===== src/rtl/four_two_encoder_hs.sv =====
// Registered 4-to-2 encoder with valid/ready output; code valid 1 clk after the sampling edge.
// Backpressure: the captured code is held until code_ready; back-to-back captures at the handshake edge.
// ROUND_ROBIN_EN selects rotating-pointer arbitration instead of fixed Y3>Y2>Y1>Y0 priority.
module four_two_encoder_hs #(
    parameter int CNT_W = 8
) (
    input  logic             clk,
    input  logic             rst,
    input  logic             Cs,
    input  logic             Y0,
    input  logic             Y1,
    input  logic             Y2,
    input  logic             Y3,
    input  logic             code_ready,
    output logic             A1,
    output logic             A0,
    output logic             code_valid,
    output logic             multi,
    output logic [CNT_W-1:0] evt_cnt
);

    typedef enum logic {IDLE, HOLD} state_t;

    state_t     state;
    state_t     state_nxt;
    logic [3:0] y_vec;
    logic       req;
    logic       hs;
    logic       capture;
    logic [1:0] grant_idx;
    logic [2:0] pop_cnt;
    logic       multi_nxt;
    logic [1:0] code_q;
    logic       multi_q;

    assign y_vec     = {Y3, Y2, Y1, Y0};
    assign req       = Cs & (|y_vec);
    assign hs        = (state == HOLD) & code_ready;
    assign pop_cnt   = {2'b00, y_vec[0]} + {2'b00, y_vec[1]} + {2'b00, y_vec[2]} + {2'b00, y_vec[3]};
    assign multi_nxt = (pop_cnt >= 3'd2);

`ifdef ROUND_ROBIN_EN
    logic [1:0] rr_ptr;
    logic [1:0] cand;

    // Scan offsets high to low so the nearest set line after rr_ptr wins.
    always_comb begin
        grant_idx = rr_ptr;
        cand      = rr_ptr;
        for (int k = 3; k >= 0; k--) begin
            cand = rr_ptr + 2'(k);
            if (y_vec[cand]) begin
                grant_idx = cand;
            end
        end
    end

    always_ff @(posedge clk or posedge rst) begin
        if (rst) begin
            rr_ptr <= 2'd0;
        end else if (capture) begin
            rr_ptr <= grant_idx + 2'd1;
        end
    end
`else
    always_comb begin
        grant_idx = 2'd0;
        casez (y_vec)
            4'b1???: grant_idx = 2'd3;
            4'b01??: grant_idx = 2'd2;
            4'b001?: grant_idx = 2'd1;
            default: grant_idx = 2'd0;
        endcase
    end
`endif

    always_comb begin
        state_nxt = state;
        capture   = 1'b0;
        case (state)
            IDLE: begin
                if (req) begin
                    capture   = 1'b1;
                    state_nxt = HOLD;
                end
            end
            HOLD: begin
                if (hs) begin
                    if (req) begin
                        capture = 1'b1;
                    end else begin
                        state_nxt = IDLE;
                    end
                end
            end
            default: state_nxt = IDLE;
        endcase
    end

    always_ff @(posedge clk or posedge rst) begin
        if (rst) begin
            state   <= IDLE;
            code_q  <= 2'd0;
            multi_q <= 1'b0;
            evt_cnt <= '0;
        end else begin
            state <= state_nxt;
            if (capture) begin
                code_q  <= grant_idx;
                multi_q <= multi_nxt;
            end
            if (hs) begin
                evt_cnt <= evt_cnt + {{(CNT_W-1){1'b0}}, 1'b1};
            end
        end
    end

    assign code_valid = (state == HOLD);
    assign A1         = code_q[1];
    assign A0         = code_q[0];
    assign multi      = multi_q;

endmodule

===== config.mk =====
export PLATFORM = sky130hd
export DESIGN_NAME = four_two_encoder_hs
export DESIGN_NICKNAME = d
export VERILOG_FILES = /design/src/rtl/four_two_encoder_hs.sv
export SDC_FILE = /design/constraint.sdc
export NUM_CORES = 1
export LEC_CHECK = 0
export ABC_AREA = 1
export BUFFER_PORTS_ARGS = -buffer_cell sky130_fd_sc_hd__clkbuf_2
export CAP_MARGIN = 20
export CORE_MARGIN = 4
export CORE_UTILIZATION = 40
export CTS_CLUSTER_DIAMETER = 200
export CTS_CLUSTER_SIZE = 28
export DETAILED_ROUTE_END_ITERATION = 8
export PLACE_DENSITY_LB_ADDON = 0.3
export SLEW_MARGIN = 20
export SYNTH_ARGS = -nofsm -noshare
export SYNTH_HDL_FRONTEND = slang
export SYNTH_SLANG_ARGS = --single-unit

===== constraint.sdc =====
create_clock -name clk -period 0.95 [get_ports clk]
set_input_delay 0.095 -clock clk [delete_from_list [all_inputs] [get_ports clk]]
set_output_delay 0.095 -clock clk [all_outputs]
set_load 0.05 [all_outputs]

==> flow_summary.json, run 1 <==
{
  "clkSinkCount": 12,
  "swShare": 0.413,
  "slew_viol_final": 0,
  "fin_area_um2": 1130,
  "synth-edff-count": 0,
  "yosysMostFrequentCell": "nand2_1",
  "port_buffers": 19,
  "period_share": 1.18,
  "outcome": "finished with violations",
  "grt.total_usage": 0.168,
  "r2r_setup_slack_ns": -0.13,
  "place.gp.congestion": 0.664,
  "grt_max_degree": 13,
  "p_per_area_nw_per_um2": 2970,
  "min_from": "Cs",
  "synth.distinct_cells": 18,
  "grt_pass1_vias": 573,
  "grtUsageMet1": 0.187,
  "fill_cells": 83,
  "drt_wl_total_um": 1560,
  "dp_cells": 109,
  "start_util": 0.448,
  "clk_path_buf_depth": 2,
  "pwr-share-comb": 0.611,
  "syn_to_final_growth_pct": 83.2,
  "seqPwrFrac": 0.264,
  "finalCriticalPeriod_ns": 1.12,
  "critPathCaptureType": "output port",
  "dpl.hpwl_um": 892,
  "die_w_um": 47.4,
  "hold_path.class": "input port to register",
  "ys_seq_area_frac": 0.485,
  "syn_area_um2": 619,
  "ios": 20,
  "instances_no_fill": 126,
  "yosys_warnings": 0,
  "synth_ff_type": "dfrtp_1",
  "overflow": 0,
  "hold_viol": 0,
  "antenna_found_initial": 0,
  "grt_use_met2": 0.286,
  "fp.dieArea_um2": 2240,
  "clk_pin_slew_ns": 0.08,
  "async_flop_share": 1.00,
  "nNetsFinal": 123,
  "tritoncts": "yes",
  "ant_nets": 0,
  "via_count": 593,
  "drt_iter0_drc": 10,
  "netlist_instances": 68,
  "syn-num-nets": 79,
  "critPathRequiredTime_ns": 0.85,
  "placed_cell_area_um2": 801,
  "worstPathMaxFanout": 3,
  "rsz0062_at_grt": "yes",
  "drt-pass1-iter-count": 4,
  "p_int_uw": 1980,
  "numCtsBuffers": 3,
  "drive_gt1_frac": 0.568,
  "via_per_inst": 4.71,
  "ir_drop_v": 0.00217,
  "clockPowerShare": 0.125,
  "crit_type": "register to output port",
  "layout_setup_ws_ns": -0.171,
  "tightest_slew_ns": 0.463,
  "synth_area_leader_cell": "dfrtp_1",
  "r2r_start": "evt_cnt[0]$_DFFE_PP0P_",
  "synth_top_cell_area_share": 0.485,
  "setup_viol": 18,
  "grt_pass1_wl_um": 2500,
  "clkLatencyLatePin_ns": 0.28,
  "finalClockSkew_ns": 0.00455,
  "cts_root_buffer": "clkbuf_4",
  "die_h_um": 47.4,
  "finalSetupTns_ns": -1.17,
  "drv_cap": 0,
  "coreArea_um2": 1380,
  "ys_top_cells_by_count": "20 x nand2_1, 12 x dfrtp_1, 11 x inv_1",
  "place_ws_ns": -0.135,
  "power_leakage_uw": 0.000572,
  "crit_arrival_ns": 1.03,
  "busiest_layer": "met2",
  "critPathLaunch": "evt_cnt[0]$_DFFE_PP0P_",
  "start_kind": "register",
  "drcViolationCount": 0,
  "wl_per_cell_um": 12.4,
  "rows": 13,
  "violations": "negative setup slack",
  "max_freq_ghz": 0.892,
  "p_sw_uw": 1390,
  "slew_headroom": 0.691,
  "yosys-top-cells-area": "dfrtp_1 48%, nand2_1 12%, inv_1 6.7%",
  "htree_levels": 1,
  "ys_ff_latch": 12,
  "syn_area_per_cell_um2": 9.11,
  "whs_ns": 0.0947,
  "use_met3": 0.0766,
  "diodes": 0
}
[layer usage]
| layer | routed length, um | part of all wire |
|---|---|---|
| met5 | 0 | 0 |
| met1 | 591 | 0.38 |
| met4 | 9 | 0.0058 |
| met3 | 106 | 0.068 |
| met2 | 854 | 0.55 |
[stage by stage]
| step | power [uW] | util |
|---|---|---|
| floorplan | 1700 | - |
| CTS | 3090 | 0.753 |
| global placement | 2040 | 0.579 |
| finish | 3360 | 0.821 |
| detailed placement | 2050 | 0.579 |
| global route | 3550 | 0.821 |
[flip-flops by register name, indices dropped and copies added, names as in the netlist]
| signal | cells |
|---|---|
| evt_cnt | 8 |
| code_q | 2 |
| multi | 1 |
| code_valid | 1 |
[layout by cell type (no fill, tap or decap), drive strengths merged]
master,n
buf,28
nand2,22
clkbuf,14
dfrtp,12
inv,11
nor2,5
o21ai,4
nand3,3
xor2,2
xnor2,2
ha,2
nand3b,1
o21a,1
a21oi,1
mux2,1
fa,1
dlygate4sd3,1
[worst max-delay path, stage by stage (launching register included)]
cell and delay, ns:
dfrtp_2 0.45, buf_6 0.13, clkbuf_16 0.16
[logic make-up (layout without fill, tap and decap cells)]
logic type               Yosys count  in the layout  share of synthesized area
AO/OA/AOI/OAI                      6              6                     0.0525
adder cells (fa/ha/maj)            3              3                     0.0727
multiplexers                       1              1                     0.0182
flip-flops                        12             12                      0.485
XOR/XNOR                           4              4                     0.0566
buffers and inverters             11             54                     0.0667
AND/OR/NAND/NOR                   31             31                      0.248
[power by group through the flow]
stage                     combinational (uW)  clock, uW  sequential (uW)
after floorplan                          312          0             1380
after global placement                  1200          0              838
after detailed placement                1210          0              839
after CTS                               1810        431              849
after global routing                    2180        458              918
final                                   2060        419              889
[path summary, 6_finish.rpt]
| check | endpoint | cells past startpoint |
|---|---|---|
| worst max-delay path | evt_cnt[0] | 2 |
| worst min-delay path | code_valid$_DFF_PP0_ | 3 |
| worst max register to register | evt_cnt[6]$_DFFE_PP0P_ | 6 |
| worst min register to register | multi$_DFFE_PP0P_ | 2 |
| max in group asynchronous | evt_cnt[1]$_DFFE_PP0P_ | 3 |
| min in group asynchronous | code_q[1]$_DFFE_PP0P_ | 3 |
[timing repair]
action,4_1_cts,5_1_grt
setup endpoints to repair,22,22
endpoints found under the hold margin,12,0
hold buffers,1,0
setup buffers,6,6
pin swaps,2,4
resized for setup,31,18
[area by class of cell]
class | count | area [um2] | share of cell area
multi-input cells | 45 | 317 | 0.279
clock buffers | 4 | 36.3 | 0.0320
flip-flops and latches | 12 | 310 | 0.273
well taps | 15 | 18.8 | 0.0165
repair buffers | 39 | 409 | 0.361
inverters | 11 | 43.8 | 0.0386
Note: power is estimated with default switching activity, not from simulation.
==> run 2, diff against run 1 <==
- REMOVE_ABC_BUFFERS: unset -> 1
- SKIP_LAST_GASP: unset -> 1
==> run 2 against run 1 <==
Against the previous run: the run still ends with negative setup slack left; power up 7.8%; core utilization up 6.0 points; register-to-register slack worse by 0.02 ns; clock skew increased by 0.0028 ns; critical path type unchanged; largest cell class unchanged.
==> flow_summary.json, run 2 (same netlist as run 1, synthesis figures left out) <==
{
  "fill_cells": 69,
  "cp-endpoint": "evt_cnt[1]",
  "crit_type": "register to output port",
  "fp.dieArea_um2": 2240,
  "max_freq_ghz": 0.895,
  "critPathRequiredTime_ns": 0.85,
  "via_per_inst": 4.69,
  "slew_headroom": 0.693,
  "fin_area_um2": 1220,
  "hold_path.class": "input port to register",
  "cts_root_buffer": "clkbuf_4",
  "numCtsBuffers": 3,
  "clk_path_buf_depth": 2,
  "power_leakage_uw": 0.000632,
  "via_count": 614,
  "grt.total_usage": 0.158,
  "drt-pass1-iter-count": 4,
  "reg.largest.list": "evt_cnt x8, code_q x2",
  "critPathLaunch": "evt_cnt[1]$_DFFE_PP0P_",
  "slew_viol_final": 0,
  "drcViolationCount": 0,
  "final_common_cell": "nand2_1",
  "rows": 13,
  "clkLatencyLatePin_ns": 0.27,
  "placed_cell_area_um2": 808,
  "largest_register": "evt_cnt",
  "nNetsFinal": 128,
  "finalClockSkew_ns": 0.00733,
  "drv_cap": 0,
  "place.gp.congestion": 0.719,
  "die_h_um": 47.4,
  "violations": "negative setup slack",
  "tritoncts": "yes",
  "grt_pass1_wl_um": 2430,
  "r2r-end": "evt_cnt[6]$_DFFE_PP0P_",
  "reg2regPathDepth": 6,
  "antenna_found_initial": 0,
  "power_uw": 3630,
  "die_w_um": 47.4,
  "ant_nets": 0,
  "outcome": "finished with violations",
  "crit_arrival_ns": 1.02,
  "drt_wl_total_um": 1820,
  "dpl.hpwl_um": 964,
  "p_per_area_nw_per_um2": 2980,
  "final_util": 0.881,
  "clkSinkCount": 12,
  "most-common-layout-cells": "18 x nand2_1, 14 x buf_4, 10 x inv_1, 10 x buf_6, 9 x dfrtp_1",
  "worstPathMaxFanout": 3,
  "grt_max_degree": 13,
  "wl_per_cell_um": 13.9,
  "htree_levels": 1,
  "start_util": 0.448,
  "multi_input_area_um2": 332,
  "drt_iter0_drc": 17,
  "r2r_start": "evt_cnt[1]$_DFFE_PP0P_",
  "clk_pin_slew_ns": 0.09,
  "layout_setup_ws_ns": -0.168,
  "coreArea_um2": 1380,
  "finalCriticalPeriod_ns": 1.12,
  "diodes": 0,
  "syn_to_final_growth_pct": 96.6,
  "drive_gt1_frac": 0.552,
  "tightest_slew_ns": 0.459,
  "period_share": 1.18,
  "grt_pass1_vias": 577,
  "start_kind": "register",
  "critPathCaptureType": "output port",
  "port_buffers": 19,
  "r2r_setup_slack_ns": -0.15,
  "hold_viol": 0,
  "rsz0062_at_grt": "yes",
  "overflow": 0,
  "ios": 20,
  "largest_reg_flops": 8,
  "ir_drop_v": 0.00208,
  "final-seq-area_um2": 304,
  "setup_viol": 20
}
[run 2: cell count changes in the layout (fill, tap and decap cells not counted), sizes merged]
cell / previous run / this run
buf: 28 / 32
clkbuf: 14 / 15
[run 2: worst min path at each step]
stage	depth (start not counted)	end	slack [ns]	startpoint
finish	3	code_valid$_DFF_PP0_	0.09	Cs
global route	3	code_valid$_DFF_PP0_	0.09	Cs
CTS	3	code_valid$_DFF_PP0_	0.08	Cs
detailed placement	2	code_q[0]$_DFFE_PP0P_	0.11	rst
global placement	2	code_q[0]$_DFFE_PP0P_	0.11	rst
floorplan	1	code_q[0]$_DFFE_PP0P_	-0.04	rst
[run 2: metal layers]
layer	wire, um	global-route usage	share of wire
met1	777	0.178	0.43
met5	0	0	0
met2	930	0.286	0.51
met3	100	0.0421	0.055
met4	12	0.0497	0.0066
[run 2: timing repair]
item | 4_1_cts | 5_1_grt
pin swaps | 3 | 8
buffers inserted | 8 | 6
hold buffers | 1 | 0
endpoints found under the setup margin | 22 | 24
hold endpoints to repair | 12 | 0
resized for setup | 34 | 28
[run 2: cell type report]
type | count | area share
timing repair buffer | 44 | 0.397
multi-input combinational | 45 | 0.272
sequential | 12 | 0.250
inverter | 11 | 0.0360
clock buffer | 4 | 0.0298
tap | 15 | 0.0154
[run 2: stage by stage]
step | worst slack (ns) | hold WS, ns | TNS [ns] | instances
2_1_floorplan | -0.458 | -0.0403 | -3.98 | 68
3_5_place_dp | -0.159 | 0.109 | -0.716 | 112
6_report | -0.168 | 0.0924 | -1.79 | 131
4_1_cts | -0.134 | 0.0806 | -1.25 | 125
3_3_place_gp | -0.114 | 0.109 | -0.595 | 112
5_1_grt | -0.218 | 0.0924 | -2.72 | 131
[run 2: critical path, cell delays in order, from the launching register on]
cell	delay (ns)
dfrtp_2	0.45
buf_6	0.13
clkbuf_16	0.16
[run 2: power breakdown]
group          switching, uW  internal [uW]  leakage [uW]  total (uW)
Combinational           1110           1240      0.000472        2340
Sequential               186            676      0.000140         862
Clock                    189            233     0.0000210         421
Total                   1480           2150      0.000632        3630
